### config.mk
export PLATFORM = sky130hd
export DESIGN_NAME = serial_add_seq
export DESIGN_NICKNAME = d
export VERILOG_FILES = /design/src/rtl/serial_add_seq.sv
export SDC_FILE = /design/constraint.sdc
export NUM_CORES = 1
export LEC_CHECK = 0
export CORE_MARGIN = 4
export CORE_UTILIZATION = 50
export DETAILED_ROUTE_END_ITERATION = 10
export GPL_ROUTABILITY_DRIVEN = 0
export PLACE_DENSITY = 0.78
export SLEW_MARGIN = 20
export SYNTH_ARGS = -nofsm -noshare
export SYNTH_HDL_FRONTEND = slang
export SYNTH_HIERARCHICAL = 1
export SYNTH_SLANG_ARGS = --single-unit
### constraint.sdc
create_clock -name clk -period 1.45 [get_ports clk]
set_input_delay 0.29 -clock clk [delete_from_list [all_inputs] [get_ports clk]]
set_output_delay 0.29 -clock clk [all_outputs]
set_load 0.005 [all_outputs]
### src/rtl/serial_add_seq.sv
// serial_add_seq: bit-serial adder sequencer around one 1-bit full-adder cell.
// A WIDTH-bit add takes WIDTH cycles. Each cycle the cell sees one operand bit
// pair plus the registered carry. The sum bit shifts in from the MSB side.
//
// Optional feature: define SERIAL_SUB_EN to add the `sub` input. sub=1 computes
// a-b mod 2^WIDTH (b inverted, carry forced to 1, cin ignored); cout=1 = no borrow.
//
// Ports:
//   clk    rising-edge clock
//   rst_n  asynchronous active-low reset
//   start  request, sampled only in IDLE
//   a, b   WIDTH-bit operands, captured on the accepting edge
//   sub    (SERIAL_SUB_EN only) subtract select, captured with the operands
//   cin    carry-in, captured on the accepting edge
//   busy   high while the sequencer is in RUN
//   done   one-cycle pulse, result valid
//   sum    WIDTH-bit result, held from done until the next accepted start
//   cout   final carry-out, held with sum

// One-bit full-adder cell.
module serial_add_fa (
    input  logic i_a,
    input  logic i_b,
    input  logic i_c,
    output logic o_s,
    output logic o_c
);
    assign o_s = i_a ^ i_b ^ i_c;
    assign o_c = (i_a & i_b) | (i_a & i_c) | (i_b & i_c);
endmodule

module serial_add_seq #(
    parameter int unsigned WIDTH = 8
) (
    input  logic             clk,
    input  logic             rst_n,
    input  logic             start,
    input  logic [WIDTH-1:0] a,
    input  logic [WIDTH-1:0] b,
`ifdef SERIAL_SUB_EN
    input  logic             sub,
`endif
    input  logic             cin,
    output logic             busy,
    output logic             done,
    output logic [WIDTH-1:0] sum,
    output logic             cout
);
    localparam int unsigned CNT_W = $clog2(WIDTH + 1);

    typedef enum logic [1:0] {
        S_IDLE = 2'd0,
        S_RUN  = 2'd1,
        S_DONE = 2'd2
    } state_t;

    state_t             r_state;
    logic [WIDTH-1:0]   r_a_sr;
    logic [WIDTH-1:0]   r_b_sr;
    logic               r_carry;
    logic [CNT_W-1:0]   r_cnt;
    logic               r_busy;
    logic               r_done;
    logic [WIDTH-1:0]   r_sum;
    logic               r_cout;

    logic [WIDTH-1:0]   w_b_load;
    logic               w_c_load;
    logic               w_s;
    logic               w_co;

    // Operand B / carry values loaded on the accepting edge.
`ifdef SERIAL_SUB_EN
    assign w_b_load = sub ? ~b : b;
    assign w_c_load = sub ? 1'b1 : cin;
`else
    assign w_b_load = b;
    assign w_c_load = cin;
`endif

    serial_add_fa u_fa (
        .i_a (r_a_sr[0]),
        .i_b (r_b_sr[0]),
        .i_c (r_carry),
        .o_s (w_s),
        .o_c (w_co)
    );

    // Sequencer state, datapath shift registers and registered outputs.
    always_ff @(posedge clk or negedge rst_n) begin
        if (!rst_n) begin
            r_state <= S_IDLE;
            r_a_sr  <= '0;
            r_b_sr  <= '0;
            r_carry <= 1'b0;
            r_cnt   <= '0;
            r_busy  <= 1'b0;
            r_done  <= 1'b0;
            r_sum   <= '0;
            r_cout  <= 1'b0;
        end else begin
            case (r_state)
                S_IDLE: begin
                    if (start) begin
                        r_a_sr  <= a;
                        r_b_sr  <= w_b_load;
                        r_carry <= w_c_load;
                        r_cnt   <= '0;
                        r_busy  <= 1'b1;
                        r_state <= S_RUN;
                    end
                end
                S_RUN: begin
                    r_a_sr  <= {1'b0, r_a_sr[WIDTH-1:1]};
                    r_b_sr  <= {1'b0, r_b_sr[WIDTH-1:1]};
                    r_sum   <= {w_s, r_sum[WIDTH-1:1]};
                    r_carry <= w_co;
                    r_cnt   <= r_cnt + CNT_W'(1);
                    // Last bit: latch the final carry and raise done next cycle.
                    if (r_cnt == CNT_W'(WIDTH - 1)) begin
                        r_cout  <= w_co;
                        r_busy  <= 1'b0;
                        r_done  <= 1'b1;
                        r_state <= S_DONE;
                    end
                end
                S_DONE: begin
                    r_done  <= 1'b0;
                    r_state <= S_IDLE;
                end
                default: begin
                    r_state <= S_IDLE;
                end
            endcase
        end
    end

    assign busy = r_busy;
    assign done = r_done;
    assign sum  = r_sum;
    assign cout = r_cout;

endmodule

[After elaboration in Yosys (flattened, before gate mapping)]
Index checks and enable logic that the tools add are counted.
Word-level totals
  flip-flop bits (word level): 34
  input port bits: 20
  output and inout bits: 11
  logic and storage cells: 46
Cells by class
  add/sub/neg operators: 1
  eq/ne operators: 5
  mux-type cells: 16
  bitwise logic cells: 7
  reduce and logical (&&, ||, !) cells: 8
Operators by type and width (number)
  8-bit one-hot mux with 2 select lines: 2
  8-bit 2-to-1 mux: 2
  4-bit one-hot mux with 2 select lines: 1
  2-bit AND reduction: 4
  1-bit one-hot mux with 2 select lines: 3
  4-bit by 1-bit adder with 4-bit output (second input constant): 1
  4-bit by 3-bit == test with 1-bit output (second input constant): 1
  1-bit 2-to-1 mux: 4
  2-bit 2-to-1 mux: 2
  4-bit 2-to-1 mux: 1
  2-bit inequality test (second input constant): 2
  2-bit one-hot mux with 2 select lines: 1
  2-bit nonzero test: 2
  1-bit bitwise AND: 3
  3-bit AND reduction: 1
  2-bit by 1-bit == test with 1-bit output (second input constant): 1
  2-bit == test (second input constant): 1
  2-bit zero test: 1
  1-bit OR: 2
  1-bit XOR: 2

[Depth between registers and ports, before layout]
  depth in word-level cells: 4
  gate-level depth with buffers: 5
  depth with buffers taken out: 4

[Hierarchy]
The synthesis kept the hierarchy.
By module, submodules not included
  serial_add_seq: instances 1, cells each 145, area each 1491.4 µm², seq. area each 850.8 µm²
  serial_add_fa: instances 1, cells each 1, area each 20.0 µm², seq. area each 0.0 µm²

[Worst setup path after synthesis]
Ideal clock, no wire load.
  kind: reg-to-reg
  start: register r_state[1]
  end: register r_cout, in the netlist cout
  setup time: 0.125 ns
  arrival time: 1.153 ns
  data required time: 1.325 ns
  slack: 0.173 ns
  cell stages (with the launch flop): 4
  path buffers: 0
  clock period less this slack: 1.277 ns
  path through: dfrtp_1 -> nand2b_1 -> nor3_2 -> mux2_2
Between the ends
  cells in the longest elaborated chain, start to end: 2
Ends and longest elaborated chain
  from (decl): RTL line 57  | state_t r_state;
  from (signal assigned): RTL line 92  | r_state <= S_IDLE;
  from (signal assigned): RTL line 110  | r_state <= S_RUN;
  from (signal assigned): RTL line 124  | r_state <= S_DONE;
  2-bit by 1-bit == test with 1-bit output: RTL line 102  | case (r_state)
  2-bit AND reduction (no line)
  to (signal assigned): RTL line 121  | r_cout <= w_co;
  to (decl): RTL line 65  | logic r_cout;
Every way passes these cells.
A chain may end at the register's enable or synchronous reset.

[Worst setup path after layout]
  start: register r_cnt[0]
  end: register r_cout, in the netlist cout
Between the ends
  cells in the longest elaborated chain, start to end: 2
Ends and longest elaborated chain
  from (decl): RTL line 61  | logic [CNT_W-1:0] r_cnt;
  from (signal assigned): RTL line 118  | r_cnt <= r_cnt + CNT_W'(1);
  4-bit by 3-bit == test with 1-bit output: RTL line 120  | if (r_cnt == CNT_W'(WIDTH - 1)) begin
  2-bit AND reduction (no line)
Every way passes these cells.

==> results.md <==
* Max clock buf depth at 2
* Largest net degree at the start of global routing at 35
* Multi-input gate area at 604 um2
* Leakage Power at 1.02 nW
* Post-synth top area share at 56.3%
* Initial antenna violation count at 0
* Core Region at 0.00283 mm2
* Busiest grt layer: met2
* Setup crit end: cout
* Post-Syn Nets at 168
* Max-slew headroom at 84.2%
* Max Cap Viol at 0
* Critical Path RT at 1670 ps
* Worst path cell trace: ha_1 -> nand2_1 -> nor3_4 -> mux2_2
* Final Setup Violations at 0
* Post-DP Area at 0.00190 mm2
* Synth unique cells at 29
* Routing usage on met3 at 4.32%
* Clk Latency, worst-skew pair at 330 ps
* N_diodes at 0
* Tmin final at 1370 ps
* Power Density at 2060 mW/mm2
* Die height at 63.0 um
* Met1 usage at 22.8%
* Post-Layout Inst Area at 0.00201 mm2
* Maximum vdd ir drop at 1.26 mV
* H-tree depth at 2
* Hold-fix buffers at CTS at 0
* CP bufs+invs at 0
* Sw power at 0.00151 W
* Origin of the worst setup path: r_cnt[0]
* Final ANT Viol Nets at 0
* Critical path capture point type: register
* Initial drt markers at 49
* Synth Warn # at 6
* First-pass GRT wire length at 5.71 mm
* Hpwl dp at 2.30 mm
* Layout net count at 215
* Outcome: finished clean
* R2R Path Start: r_cnt[0]
* Layout filler cell count at 214
* Synth Register Bits at 34
* R2R Setup Slk at 80 ps
* CTS Sinks at 34
* Slowest stage delay, CP at 400 ps
* I/O Buffers at 30
* RSZ-0062 raised after global routing: false
* Clock Skews at 7.97 ps
* Top Family by Delay on Critical Path: flip-flops
* Final worst path period share at 94.4%
* Ports at 31
* Syn Std Cell Area at 0.00151 mm2
* Reg power frac at 39.2%
* Register area at 851 um2
* # DRC at 0
* Synth-to-layout area growth at 33.2%
* Switching share of power at 36.4%
* Fraction of layout cells with a size suffix above 1 at 14.9%
* Worst-path clk slew at 100 ps
* Syn_area_per_cell at 10.4 um2
* Combinational fraction of design power at 47.9%
* Worst-path maximum fanout at 3
* RR Endpoint: cout
* Rows at 19
* Slew at the pin closest to its max-slew limit at 237 ps
* Congestion Overflow GR at 0
* Internal Power at 0.00264 W
* Total GRT Usage at 18.4%
* Clk root buf: clkbuf_4
* Fmax at 731 MHz
* Vias in the first global route at 1206
* Cts bufs inserted at 5
* Post-Route WL at 3.20 mm
* Post-Syn Instances at 146
* Pins Over Slew Limit at 0
* HP Class: primary input to async pin
* Slowest cell on crit path: dfrtp_1
* Initial Util at 53.4%
* Worst setup SP type: register
* Sequential share of the synthesized area at 56.3%
* Hold Worst Slack at 322 ps
* Clk pwr share at 12.9%
* CTS tree: done
* Arrival time of the worst setup path at 1590 ps
* Worst path depth at 4
* Endpoints failing hold at 0
* Drt pass-1 iters at 4
* Critical path class: register to register
* Worst reg2reg path depth at 4
* GR Util met2 at 30.4%
* Die X-Extent at 63.0 um
* Die area at 0.00397 mm2
* Post-synth top area cell: dfrtp_1
* DR vias at 1168
* Dominant cells by area after synthesis: dfrtp_1 56%, nand2_1 11%, mux2i_1 9.9%, o21ai_1 3.6%, o21ai_0 2.6%
* Routed len/inst at 14.2 um
* Drt via density at 5.19
-- cell type report --
type | instances | share of cell area, %
Inverter | 2 | 0.373
Clock buffer | 7 | 2.73
Tap cell | 31 | 1.93
Multi-Input combinational cell | 103 | 30.0
Clock inverter | 1 | 0.249
Timing Repair Buffer | 47 | 22.4
Sequential cell | 34 | 42.3
-- registers in the layout (all words and copies together) (netlist names) --
name	count
cout	1
busy	1
r_state	2
r_b_sr	8
done	1
r_carry	1
sum	8
r_a_sr	8
r_cnt	4
-- power groups by stage --
stage	registers [W]	clock network, W	logic, W
2_1_floorplan	0.00164	0	0.00122
3_3_place_gp	0.00165	0	0.00182
3_5_place_dp	0.00168	0	0.00191
4_1_cts	0.00162	0.000557	0.00198
5_1_grt	0.00169	0.000596	0.00224
6_report	0.00163	0.000536	0.00199
-- synth_stat cells --
library cell,instances
ha_1,1
o31ai_1,1
mux2_2,1
fa_1,1
nor2b_1,4
buf_12,1
buf_6,1
or2_2,1
nor3_2,1
a22o_1,1
clkbuf_1,1
clkbuf_2,1
o21ai_1,11
dfrtp_1,34
o21ai_0,8
mux2i_1,15
nand2_1,44
nand2b_1,1
nand3_1,1
a22oi_1,1
a21boi_0,1
and2_1,1
a21oi_1,5
buf_2,2
nor2_1,2
inv_1,2
o21bai_2,1
buf_4,1
nor3b_1,1
-- how the worst min path moves through the flow --
stage | startpoint | endpoint | slack (ps) | depth (start not counted)
after floorplan | rst_n | busy | -6 | 0
after global placement | sum[0] | sum[0] | 460 | 2
after detailed placement | sum[0] | sum[0] | 460 | 2
after CTS | rst_n | r_cnt[1] | 320 | 2
after global routing | rst_n | r_cnt[1] | 340 | 2
final | rst_n | r_b_sr[3] | 320 | 2
-- cell usage in the layout, fill, tap and decap left out, drive strengths merged --
master | synthesis | layout
nor2 | 2 | 2
a21oi | 5 | 5
nand3 | 1 | 1
o31ai | 1 | 1
ha | 1 | 1
mux2 | 1 | 1
a21boi | 1 | 1
clkinv | 0 | 1
nor3 | 1 | 1
a22oi | 1 | 1
and2 | 1 | 1
mux2i | 15 | 15
dfrtp | 34 | 34
clkbuf | 2 | 7
inv | 2 | 2
or2 | 1 | 1
fa | 1 | 1
clkdlybuf4s50 | 0 | 19
a22o | 1 | 1
dlygate4sd2 | 0 | 11
nor3b | 1 | 1
o21bai | 1 | 1
o21ai | 19 | 19
buf | 5 | 17
nand2b | 1 | 1
nand2 | 44 | 44
nor2b | 4 | 4
-- logic make-up after synthesis --
logic type / Yosys count / share of synthesized area (%)
fa+ha+maj: 2 / 2.15
mux: 16 / 10.7
compound gates: 29 / 10.8
flops: 34 / 56.3
simple gates: 56 / 15.8
buf+inv: 9 / 4.30
-- through the flow --
step	setup TNS (ps)	setup WS (ps)	total power [W]	util, %	instances
2_1_floorplan	0	173	0.00286	-	146
3_3_place_gp	0	56.0	0.00348	67.2	209
3_5_place_dp	-72.5	-37.7	0.00359	67.2	209
4_1_cts	0	28.6	0.00416	70.7	224
5_1_grt	0	3.75	0.00452	71.2	225
6_report	0	81.3	0.00415	71.2	225
-- metal layers --
metal	vias up	routed length, um	share of wire (%)
met5	-	0	0
met4	0	34	1.1
met3	4	127	4.0
met2	24	1680	53
met1	557	1360	42
li1	583	-	-
-- repair_timing --
| item | 4_1_cts | 5_1_grt |
|---|---|---|
| gates cloned | 0 | 0 |
| resized for setup | 11 | 1 |
| endpoints found under the hold margin | 0 | 0 |
| setup endpoints to repair | 11 | 1 |
| setup buffers | 7 | 1 |
(Power assumes the default switching activity.)
